### config.mk
export PLATFORM = sky130hd
export DESIGN_NAME = frame_capture_ctrl
export DESIGN_NICKNAME = d
export VERILOG_FILES = /design/src/rtl/frame_capture_ctrl.sv
export SDC_FILE = /design/constraint.sdc
export NUM_CORES = 1
export LEC_CHECK = 0
export CAP_MARGIN = 20
export CORE_UTILIZATION = 56
export DETAILED_ROUTE_END_ITERATION = 16
export PLACE_DENSITY = 0.85
export SLEW_MARGIN = 40
export SYNTH_ARGS = -nofsm -noshare
export SYNTH_HDL_FRONTEND = slang
export SYNTH_SLANG_ARGS = --single-unit
### constraint.sdc
create_clock -name PCLK -period 2.4 [get_ports PCLK]
set_input_delay 0.36 -clock PCLK [delete_from_list [all_inputs] [get_ports PCLK]]
set_output_delay 0.36 -clock PCLK [all_outputs]
set_load 0.005 [all_outputs]
### src/rtl/frame_capture_ctrl.sv
// Camera frame capture controller: assembles RGB444 pixels from a byte stream
// and writes them into a framebuffer while checking frame geometry.
module frame_capture_ctrl #(
   parameter int H_PIXELS = 640,
   parameter int V_LINES  = 480,
   parameter int ADDR_W   = 19
) (
   input  logic              PCLK,
   input  logic              RST_N,
   input  logic              VSYNC,
   input  logic              HREF,
   input  logic [7:0]        D,
   input  logic              START,
   input  logic              CONTINUOUS,
   input  logic              ABORT,
   output logic              o_WE,
   output logic [ADDR_W-1:0] o_ADDR,
   output logic [11:0]       o_DATA,
   output logic              o_BUSY,
   output logic              o_FRAME_DONE,
   output logic              o_ERR,
   output logic [7:0]        o_FRAME_CNT
);

   localparam int PIX_W  = $clog2(H_PIXELS + 2);
   localparam int LINE_W = $clog2(V_LINES + 2);
   localparam logic [PIX_W-1:0]  PIX_FULL  = PIX_W'(H_PIXELS);
   localparam logic [PIX_W-1:0]  PIX_SAT   = PIX_W'(H_PIXELS + 1);
   localparam logic [LINE_W-1:0] LINE_FULL = LINE_W'(V_LINES);
   localparam logic [LINE_W-1:0] LINE_SAT  = LINE_W'(V_LINES + 1);
   localparam logic [ADDR_W-1:0] H_STEP    = ADDR_W'(H_PIXELS);

   typedef enum logic [1:0] {
      ST_IDLE    = 2'b00,
      ST_ARMED   = 2'b01,
      ST_CAPTURE = 2'b10
   } state_t;

   state_t              state_r;
   state_t              state_s;
   logic                vsync_r;
   logic                href_r;
   logic                phase_r;
   logic [3:0]          red_r;
   logic [PIX_W-1:0]    pix_cnt_r;
   logic [LINE_W-1:0]   line_cnt_r;
   logic [ADDR_W-1:0]   addr_cnt_r;
   logic [ADDR_W-1:0]   line_base_r;
   logic                we_r;
   logic [ADDR_W-1:0]   addr_r;
   logic [11:0]         data_r;
   logic                busy_r;
   logic                done_r;
   logic                err_r;
   logic [7:0]          frame_cnt_r;

   logic                vsync_fall_s;
   logic                vsync_rise_s;
   logic                href_fall_s;
   logic                arm_s;
   logic                clear_s;
   logic                byte_s;
   logic                line_end_s;
   logic                done_s;
   logic                frame_err_s;
   logic                line_err_s;
   logic                write_s;

   assign vsync_fall_s = vsync_r & ~VSYNC;
   assign vsync_rise_s = ~vsync_r & VSYNC;
   assign href_fall_s  = href_r & ~HREF;

   // State register
   always_ff @(posedge PCLK or negedge RST_N) begin
      if (!RST_N) begin
         state_r <= ST_IDLE;
      end else begin
         state_r <= state_s;
      end
   end

   // Next-state and per-cycle control decode; ABORT overrides everything
   always_comb begin
      state_s     = state_r;
      arm_s       = 1'b0;
      clear_s     = 1'b0;
      byte_s      = 1'b0;
      line_end_s  = 1'b0;
      done_s      = 1'b0;
      frame_err_s = 1'b0;
      if (ABORT) begin
         state_s = ST_IDLE;
      end else begin
         case (state_r)
            ST_IDLE: begin
               if (START) begin
                  state_s = ST_ARMED;
                  arm_s   = 1'b1;
               end else begin
                  state_s = ST_IDLE;
               end
            end
            ST_ARMED: begin
               if (vsync_fall_s) begin
                  state_s = ST_CAPTURE;
                  clear_s = 1'b1;
               end else begin
                  state_s = ST_ARMED;
               end
            end
            ST_CAPTURE: begin
               byte_s     = HREF;
               line_end_s = href_fall_s;
               if (vsync_rise_s) begin
                  if (line_cnt_r == LINE_FULL) begin
                     done_s = 1'b1;
                  end else begin
                     frame_err_s = 1'b1;
                  end
                  state_s = CONTINUOUS ? ST_ARMED : ST_IDLE;
               end else begin
                  state_s = ST_CAPTURE;
               end
            end
            default: begin
               state_s = ST_IDLE;
            end
         endcase
      end
   end

   // Write qualification: in-bounds pixel whose second byte is present now
   always_comb begin
      write_s    = 1'b0;
      line_err_s = 1'b0;
      if (byte_s && phase_r && (pix_cnt_r < PIX_FULL) &&
          (line_cnt_r < LINE_FULL) && (state_s == ST_CAPTURE)) begin
         write_s = 1'b1;
      end else begin
         write_s = 1'b0;
      end
      if (line_end_s && ((pix_cnt_r != PIX_FULL) || phase_r)) begin
         line_err_s = 1'b1;
      end else begin
         line_err_s = 1'b0;
      end
   end

   // Sync edge registers, byte phase and red nibble
   always_ff @(posedge PCLK or negedge RST_N) begin
      if (!RST_N) begin
         vsync_r <= 1'b0;
         href_r  <= 1'b0;
         phase_r <= 1'b0;
         red_r   <= 4'h0;
      end else begin
         vsync_r <= VSYNC;
         href_r  <= HREF;
         phase_r <= byte_s ? ~phase_r : 1'b0;
         if (byte_s && !phase_r) begin
            red_r <= D[3:0];
         end
      end
   end

   // Geometry counters; the address jumps to the next line base so short
   // lines cannot skew the rest of the frame
   always_ff @(posedge PCLK or negedge RST_N) begin
      if (!RST_N) begin
         pix_cnt_r   <= '0;
         line_cnt_r  <= '0;
         addr_cnt_r  <= '0;
         line_base_r <= '0;
      end else if (clear_s) begin
         pix_cnt_r   <= '0;
         line_cnt_r  <= '0;
         addr_cnt_r  <= '0;
         line_base_r <= '0;
      end else if (line_end_s) begin
         pix_cnt_r   <= '0;
         line_cnt_r  <= (line_cnt_r == LINE_SAT) ? line_cnt_r : line_cnt_r + LINE_W'(1);
         addr_cnt_r  <= line_base_r + H_STEP;
         line_base_r <= line_base_r + H_STEP;
      end else begin
         if (byte_s && phase_r && (pix_cnt_r != PIX_SAT)) begin
            pix_cnt_r <= pix_cnt_r + PIX_W'(1);
         end
         if (write_s) begin
            addr_cnt_r <= addr_cnt_r + ADDR_W'(1);
         end
      end
   end

   // Registered outputs
   always_ff @(posedge PCLK or negedge RST_N) begin
      if (!RST_N) begin
         we_r        <= 1'b0;
         addr_r      <= '0;
         data_r      <= 12'h000;
         busy_r      <= 1'b0;
         done_r      <= 1'b0;
         err_r       <= 1'b0;
         frame_cnt_r <= 8'h00;
      end else begin
         we_r   <= write_s;
         busy_r <= (state_s != ST_IDLE);
         done_r <= done_s;
         if (write_s) begin
            addr_r <= addr_cnt_r;
            data_r <= {red_r, D};
         end
         if (done_s) begin
            frame_cnt_r <= frame_cnt_r + 8'd1;
         end
         if (arm_s) begin
            err_r <= 1'b0;
         end else if (frame_err_s || line_err_s) begin
            err_r <= 1'b1;
         end
      end
   end

   assign o_WE         = we_r;
   assign o_ADDR       = addr_r;
   assign o_DATA       = data_r;
   assign o_BUSY       = busy_r;
   assign o_FRAME_DONE = done_r;
   assign o_ERR        = err_r;
   assign o_FRAME_CNT  = frame_cnt_r;

endmodule

# [After elaboration in Yosys (flattened, before gate mapping)]
# Index checks and enable logic that the tools add are counted.
[op_classes] add_sub_neg=5 multipliers=0 div_mod_pow=0 order_cmp=2 eq_ne=8 shift=0 muxes=40 bitwise_logic=7 reduce_logical=17
[op_table] operator="$mux 19" count=5
[op_table] operator="$mux 10" count=3
[op_table] operator="$mux 9" count=3
[op_table] operator="$mux 1" count=25
[op_table] operator="$ne 10x10->1 const B" count=2
[op_table] operator="$add 19x1->19 const B" count=1
[op_table] operator="$add 19x10->19 const B" count=1
[op_table] operator="$eq 9x9->1 const B" count=2
[op_table] operator="$add 10x1->10 const B" count=1
[op_table] operator="$lt 10x10->1 const B" count=1
[op_table] operator="$add 9x1->9 const B" count=1
[op_table] operator="$lt 9x9->1 const B" count=1
[op_table] operator="$add 8x1->8 const B" count=1
[op_table] operator="$logic_and 1x1->1" count=7
[op_table] operator="$mux 2" count=3
[op_table] operator="$pmux 2 s3" count=1
[op_table] operator="$reduce_bool 2->1" count=3
[op_table] operator="$reduce_bool 3->1" count=2
[op_table] operator="$eq 2x2->1 const B" count=2
[op_table] operator="$not 1->1" count=4
[op_table] operator="$and 1x1->1" count=3
[op_table] operator="$eq 2x1->1 const B" count=1
[op_table] operator="$logic_not 2->1" count=1
[op_table] operator="$logic_or 1x1->1" count=2
[op_table] operator="other kinds (3)" count=3
[word_totals] regBits=109 latchBits=0 ram_bits=0 mem_bits_ro=0 output_inout_bits=43 memories=0

# [Logic depth before layout (Yosys ltp)]
# Gate-level depths: netlist of the first run.
[depth] word_depth=11 mapped_depth=9 ltp_nobuf=7

# [Worst setup path before layout of the first run]
# OpenSTA, ideal clock, no wires.
[synth_timing] kind="register to register" from="register state_r[1]" to="register addr_cnt_r[16]" setup_time_ns=0.137 arrival_ns=1.867 setup_slack_ns=0.396 stages_incl_launch_ff=9 n_path_buf=2 period_less_slack_ns=2.004 cell_sequence="dfrtp_1 buf_6 and4bb_1 a31oi_1 or3_4 buf_6 nor4_1 xnor2_1 a21oi_1"
[synth_between] elab_chain_len=9 elab_cells_between_ends=20
[synth_rtl] item="start, declared" line_no="39" text="state_t state_r;"
[synth_rtl] item="start signal, assigned" line_no="78" text="state_r <= state_s;"
[synth_rtl] item="parallel branches: the longest is 9 deep, another holds $pmux 2 s3"
[synth_rtl] item="end signal, assigned" line_no="182" text="addr_cnt_r <= line_base_r + H_STEP;"
[synth_rtl] item="end signal, assigned" line_no="189" text="addr_cnt_r <= addr_cnt_r + ADDR_W'(1);"
[synth_rtl] item="end, declared" line_no="47" text="logic [ADDR_W-1:0] addr_cnt_r;"
# Parallel ways; which one is timed is not known.
# A chain may end at the register's enable or synchronous reset.

# [Worst setup path after layout of the first run]
[layout_timing] from="register state_r[1]" to="register addr_cnt_r[13]"
# The elaborated chain is that of the path after synthesis.

==> flow_summary_export.csv, run 1 <==
group,metric,value,unit
die,coreArea,8260,µm²
global_route,grt_use_total,24.4,%
synth,synthCells,442,
critical_path,rrSetupSlack,0.20,ns
outcome,failed_checks,"negative hold slack",
routing,drc,0,
finish,nFillCells,602,
critical_path,crit_path_end_kind,"register",
timing,finalClockSkew,0.00768,ns
timing,fin_crit_sh,91.6,%
finish,fin_cells,624,
synth,synth_common_cells,"dfrtp_1, nor2_1, mux2_2",
synth,synth_top_area_share,53.4,%
critical_path,crit_type,"reg -> reg",
critical_path,required,2.64,ns
cts,cts_num_sinks,102,
finish,antenna_cells,0,
critical_path,start_kind,"register",
critical_path,rr_worst_depth,8,
finish,drive_above_1_share,15.2,%
synth,async_flop_share,100,%
global_route,grt_pass1_vias,3514,
die,die_y,94.4,µm
cts,cts_tree,"done",
placed_design,dp_hpwl,7.07,mm
synth,yosysSeqAreaShare,53.4,%
timing,setup_viol,0,
routing,vias_per_cell,5.73,
cts,clock_latency,0.37,ns
routing,dr.pass1.iters,5,
power_and_ir_drop,ir_worst_vdd,0.404,mV
critical_path,cp_max_fo,11,
power_and_ir_drop,p_total,0.00315,W
cts,cts_root_buf,"clkbuf_8",
critical_path,cp.arrival,2.44,ns
critical_path,setup.worst_path.end,"addr_cnt_r[13]$_DFFE_PN0P_",
synth,synth_seq_cells,102,
placed_design,placed_cells,608,
global_route,antenna_found_initial,0,
synth,yosysTopAreaCell,"dfrtp_1",
power_and_ir_drop,p_leak,2.73,nW
timing,worst_pin_slew,0.585,ns
cts,cts_buffers,9,
routing,vias,3578,
synth,yosys_warnings,0,
finish,synthToLayoutAreaGrowth,21.2,%
synth,synth_flop_cell,"dfrtp_1",
global_route,gr-total-overflow,0,
routing,routed_wl,9.87,mm
cts,cts.path.max_buffers,2,
outcome,status,"finished, violations left",
synth,synth.distinct_cells,43,
timing,setup-tns-final,0,ns
power_and_ir_drop,p_per_area,543,nW/µm²
routing,wl_per_cell,15.8,µm
finish,regArea,2550,µm²
placed_design,io_buffers,57,
placed_design,gp_congestion,0.894,
timing,clock.fmax,455,MHz
cts,ctsResizeCount,0,
timing,slew_violations,0,
die,num_io_pins,58,
cts,postCtsHoldBufs,0,
critical_path,reg2reg_from,"state_r[1]$_DFF_PN0_",
synth,syn-cell-area,4780,µm²
job,cap_violations,0,
timing,fin_hold_ws,-0.0203,ns
timing,hold_viol_final,34,
finish,nets,538,
die,dieArea,8910,µm²
routing,drtIter0Drc,283,
die,die-width,94.4,µm
cts,post-cts-setup-buffer-count,0,
global_route,grt_max_degree,49,
global_route,grt_pass1_wl,16.6,mm
critical_path,r2r_end,"addr_cnt_r[13]$_DFFE_PN0P_",
timing,relSlewSlack,61.0,%
synth,synth_edf_count,0,
critical_path,crit_path_start,"state_r[1]$_DFF_PN0_",
routing,drtAntennaViolNets,0,
synth,synth.most_common_cell,"dfrtp_1",
cts,cts.clk_slew.worst_paths,0.10,ns
cts,htreeDepth,3,
die,rows,33,
timing,rsz0062_at_grt,"no",
min_path,hp-class,"in -> async",
finish,multiInputGateArea,2100,µm²
synth,synthTopCellsByArea,"dfrtp_1, mux2_2, xor2_1",
synth,syn-num-nets,466,
timing,finalCriticalPeriod,2.20,ns
synth,synth.avg_cell_area,10.8,µm²
die,start_util,57.9,%
per-layer routing:
metal  GRT usage (%)  vias up  wire length, µm
met1            32.0     1763             4240
met5               0        -                0
met2            40.3      102             4990
met4            7.56        0              178
li1                -     1696                -
met3            5.72       17              463
kinds of logic after synthesis:
family	share of synthesized area, %
compound gates	7.25
simple gates	16.7
xor+xnor	8.98
mux	8.72
buf+inv	2.62
flops	53.4
fa+ha+maj	2.36
state kept, by name (all words and copies together), names as in the netlist:
signal        count
addr_cnt_r       19
href_r            1
line_base_r      12
line_cnt_r        9
o_ADDR           19
o_BUSY            1
o_DATA           12
o_ERR             1
o_FRAME_CNT       8
o_FRAME_DONE      1
o_WE              1
phase_r           1
pix_cnt_r        10
red_r             4
state_r           2
vsync_r           1
how the worst min path moves through the flow:
stage | slack, ns | cells after the start | endpoint
final | -0.02 | 1 | o_ADDR[14]$_DFFE_PN0P_
after global routing | 0.02 | 1 | o_ADDR[10]$_DFFE_PN0P_
after CTS | 0.003 | 1 | o_ADDR[15]$_DFFE_PN0P_
after detailed placement | 0.40 | 1 | o_ADDR[15]$_DFFE_PN0P_
after global placement | 0.40 | 1 | o_ADDR[17]$_DFFE_PN0P_
after floorplan | 0.06 | 0 | addr_cnt_r[0]$_DFFE_PN0P_
worst max-delay path, cell delays in order, from the launching register on:
cell and delay, ns:
dfrtp_1 0.49, and4bb_1 0.34, a31oi_1 0.06, or3_4 0.46, inv_2 0.17, buf_12 0.15, nor2_1 0.07, o21ai_0 0.18
o221ai_1 0.15
per-stage QoR:
step	hold WS (ns)	cell area (µm²)	setup WS, ns	util, %
finish	-0.0203	5790	0.201	70.2
global route	0.0189	5790	0.0812	70.2
CTS	0.00274	5790	0.212	70.2
detailed placement	0.404	5590	-0.0387	67.7
global placement	0.403	5590	0.0672	67.7
floorplan	0.0644	4780	0.396	-
area by class of cell:
class | instances | share of cell area (%)
Clock buffer | 9 | 2.14
Clock inverter | 7 | 1.36
Inverter | 11 | 0.713
Multi-Input combinational cell | 312 | 36.3
Sequential cell | 102 | 44.1
Tap cell | 105 | 2.27
Timing Repair Buffer | 78 | 13.2
placed cells by master, fill, tap and decap left out, types with 4 or more instances in the layout:
master           synthesis  routed
nand2_1                 30      30
clkdlybuf4s50_1          0      56
nor4_1                   5       5
inv_1                   10      10
a31oi_1                  5       5
ha_1                     9       9
nand3_1                 22      22
nand4_1                 17      17
xnor2_1                 21      21
clkbuf_8                 0       9
xor2_1                  28      28
a21oi_1                 15      15
nor3_1                   8       8
a21o_1                   4       4
a211oi_1                 5       5
dfrtp_1                102     102
buf_4                    0      19
mux2_2                  37      37
o21ai_0                 22      22
nor2_1                  45      45
and3_1                  11      11
power by group:
group	internal (W)	switching, W
Combinational	0.0000989	0.000112
Sequential	0.00177	0.0000560
Clock	0.000495	0.000612
Note: power is estimated with default switching activity, not from simulation.
==> inputs of run 2 (changes only) <==
Settings changed: CORE_UTILIZATION 56 to 34, GPL_TIMING_DRIVEN from default to 0, PLACE_DENSITY 0.85 to 0.58.
==> run 2 against run 1 <==
- the flow now finishes without violations
- sequential power is essentially flat
- non-clock buffer count down 3
- clock skew is 0.00068 ns lower
- wire length shrank 2.0%
==> flow_summary_export.csv, run 2 (same netlist as run 1, synthesis figures left out) <==
group,metric,value,unit
outcome,status,"complete, no violations",
die,start_util,35.5,%
finish,most-common-layout-cells,"dfrtp_1, clkdlybuf4s50_1, nor2_1, mux2_2, nand2_1",
power_and_ir_drop,p_total,0.00359,W
routing,drc,0,
power_and_ir_drop,ir_worst_vdd,0.411,mV
timing,worst_pin_slew,0.570,ns
job,cap_violations,0,
finish,antenna_cells,0,
power_and_ir_drop,p_leak,2.74,nW
cts,cts.path.max_buffers,2,
finish,drive_above_1_share,13.0,%
die,dieArea,14500,µm²
die,die_y,121,µm
routing,routed_wl,9.67,mm
timing,hold_viol_final,0,
critical_path,cp.arrival,2.48,ns
global_route,grt_pass1_vias,3472,
routing,drtAntennaViolNets,0,
die,rows,42,
die,die-width,121,µm
routing,dr.pass1.iters,4,
critical_path,required,2.64,ns
critical_path,start_kind,"input pin",
finish,nets,535,
placed_design,dp_hpwl,6.91,mm
min_path,min_path_cells,2,
power_and_ir_drop,p_per_area,604,nW/µm²
critical_path,crit_path_end_kind,"register",
routing,drtIter0Drc,122,
global_route,grt_use_total,14.9,%
timing,fin_crit_sh,93.5,%
finish,synthToLayoutAreaGrowth,24.3,%
critical_path,crit_type,"in -> reg",
critical_path,max_stage_delay,0.49,ns
timing,finalClockSkew,0.00699,ns
cts,clock_latency,0.35,ns
placed_design,placed_cells,676,
placed_design,gp_congestion,0.819,
critical_path,cp_max_fo,10,
timing,setup-tns-final,0,ns
finish,final_common_cell,"dfrtp_1",
die,num_io_pins,58,
global_route,gr-total-overflow,0,
critical_path,worstPathCellList,"clkdlybuf4s50_1, and4bb_1, a31oi_1, or3_4, inv_2, buf_2, mux2_2",
global_route,grt_pass1_wl,17.1,mm
timing,finalCriticalPeriod,2.25,ns
routing,vias_per_cell,4.96,
cts,cts_tree,"done",
global_route,antenna_found_initial,0,
cts,cts_num_sinks,102,
timing,slew_violations,0,
cts,cts.clk_slew.worst_paths,0.07,ns
critical_path,rr_worst_depth,7,
placed_design,io_buffers,57,
global_route,grt_max_degree,65,
critical_path,crit_slowest_cell,"clkdlybuf4s50_1",
cts,cts_root_buf,"clkbuf_16",
timing,clock.fmax,445,MHz
die,coreArea,13500,µm²
routing,wl_per_cell,14.0,µm
routing,vias,3435,
cts,cts_buffers,9,
timing,relSlewSlack,61.7,%
timing,rsz0062_at_grt,"no",
cts,htreeDepth,3,
min_path,hp-class,"in -> reg",
timing,setup_viol,0,
finish,fin_cells,692,
[run 2: what timing repair did]
action,in CTS,in global routing
setup buffers,0,0
setup endpoints to repair,9,23
gates resized for setup,1,3
endpoints found under the hold margin,38,0
hold buffers,1,0
[run 2: cell type report]
| cell class | instances | area, µm² |
|---|---|---|
| Buffer | 16 | 83.8 |
| Clock buffer | 10 | 239 |
| Clock inverter | 6 | 81.3 |
| Fill cell | 1297 | 7510 |
| Inverter | 11 | 41.3 |
| Multi-Input combinational cell | 312 | 2110 |
| Sequential cell | 102 | 2550 |
| Tap cell | 176 | 220 |
| Timing Repair Buffer | 59 | 616 |
[run 2: report_power, final]
group / internal (W) / leakage, nW / total, W / switching (W)
clock: 0.000867 / 0.159 / 0.00156 / 0.000695
sequential: 0.00177 / 1.41 / 0.00182 / 0.0000501
combinational: 0.0000968 / 1.17 / 0.000206 / 0.000109
[run 2: path summary, 6_finish.rpt]
check / to / slack [ns] / from
worst max-delay path: o_DATA[3]$_DFFE_PN0P_ / 0.15 / VSYNC
min in group asynchronous: o_ADDR[17]$_DFFE_PN0P_ / 0.46 / RST_N
worst min register to register: o_FRAME_CNT[7]$_DFFE_PN0P_ / 0.48 / o_FRAME_CNT[7]$_DFFE_PN0P_
max in group asynchronous: line_cnt_r[8]$_DFFE_PN0P_ / 1.33 / RST_N
worst max register to register: o_DATA[3]$_DFFE_PN0P_ / 0.19 / state_r[1]$_DFF_PN0_
worst min-delay path: state_r[0]$_DFF_PN0_ / 0.42 / ABORT
[run 2: through the flow]
step | setup slack [ns] | hold WS, ns | area (µm²) | utilization (%)
detailed placement | -0.431 | 0.255 | 5600 | 41.6
global route | 0.0108 | 0.441 | 5940 | 44.2
CTS | 0.0605 | 0.473 | 5930 | 44.1
floorplan | 0.396 | 0.0644 | 4780 | -
global placement | -2.91 | 0.469 | 5570 | 41.4
finish | 0.155 | 0.422 | 5940 | 44.2
[run 2: layer usage]
layer | GRT usage, % | wire length [µm] | part of all wire, % | vias up
met1 | 20.5 | 4760 | 49 | 1666
li1 | - | - | - | 1689
met2 | 22.8 | 4410 | 46 | 70
met5 | 0 | 0 | 0 | -
met3 | 3.87 | 393 | 4.1 | 10
met4 | 5.17 | 116 | 1.2 | 0
[run 2: worst max-delay path, delay by kind of cell]
| kind | cells | cell delay [ns] |
|---|---|---|
| buffers and inverters | 3 | 0.94 |
| AND/OR/NAND/NOR | 2 | 0.74 |
| multiplexers | 1 | 0.36 |
| AO/OA/AOI/OAI | 1 | 0.07 |
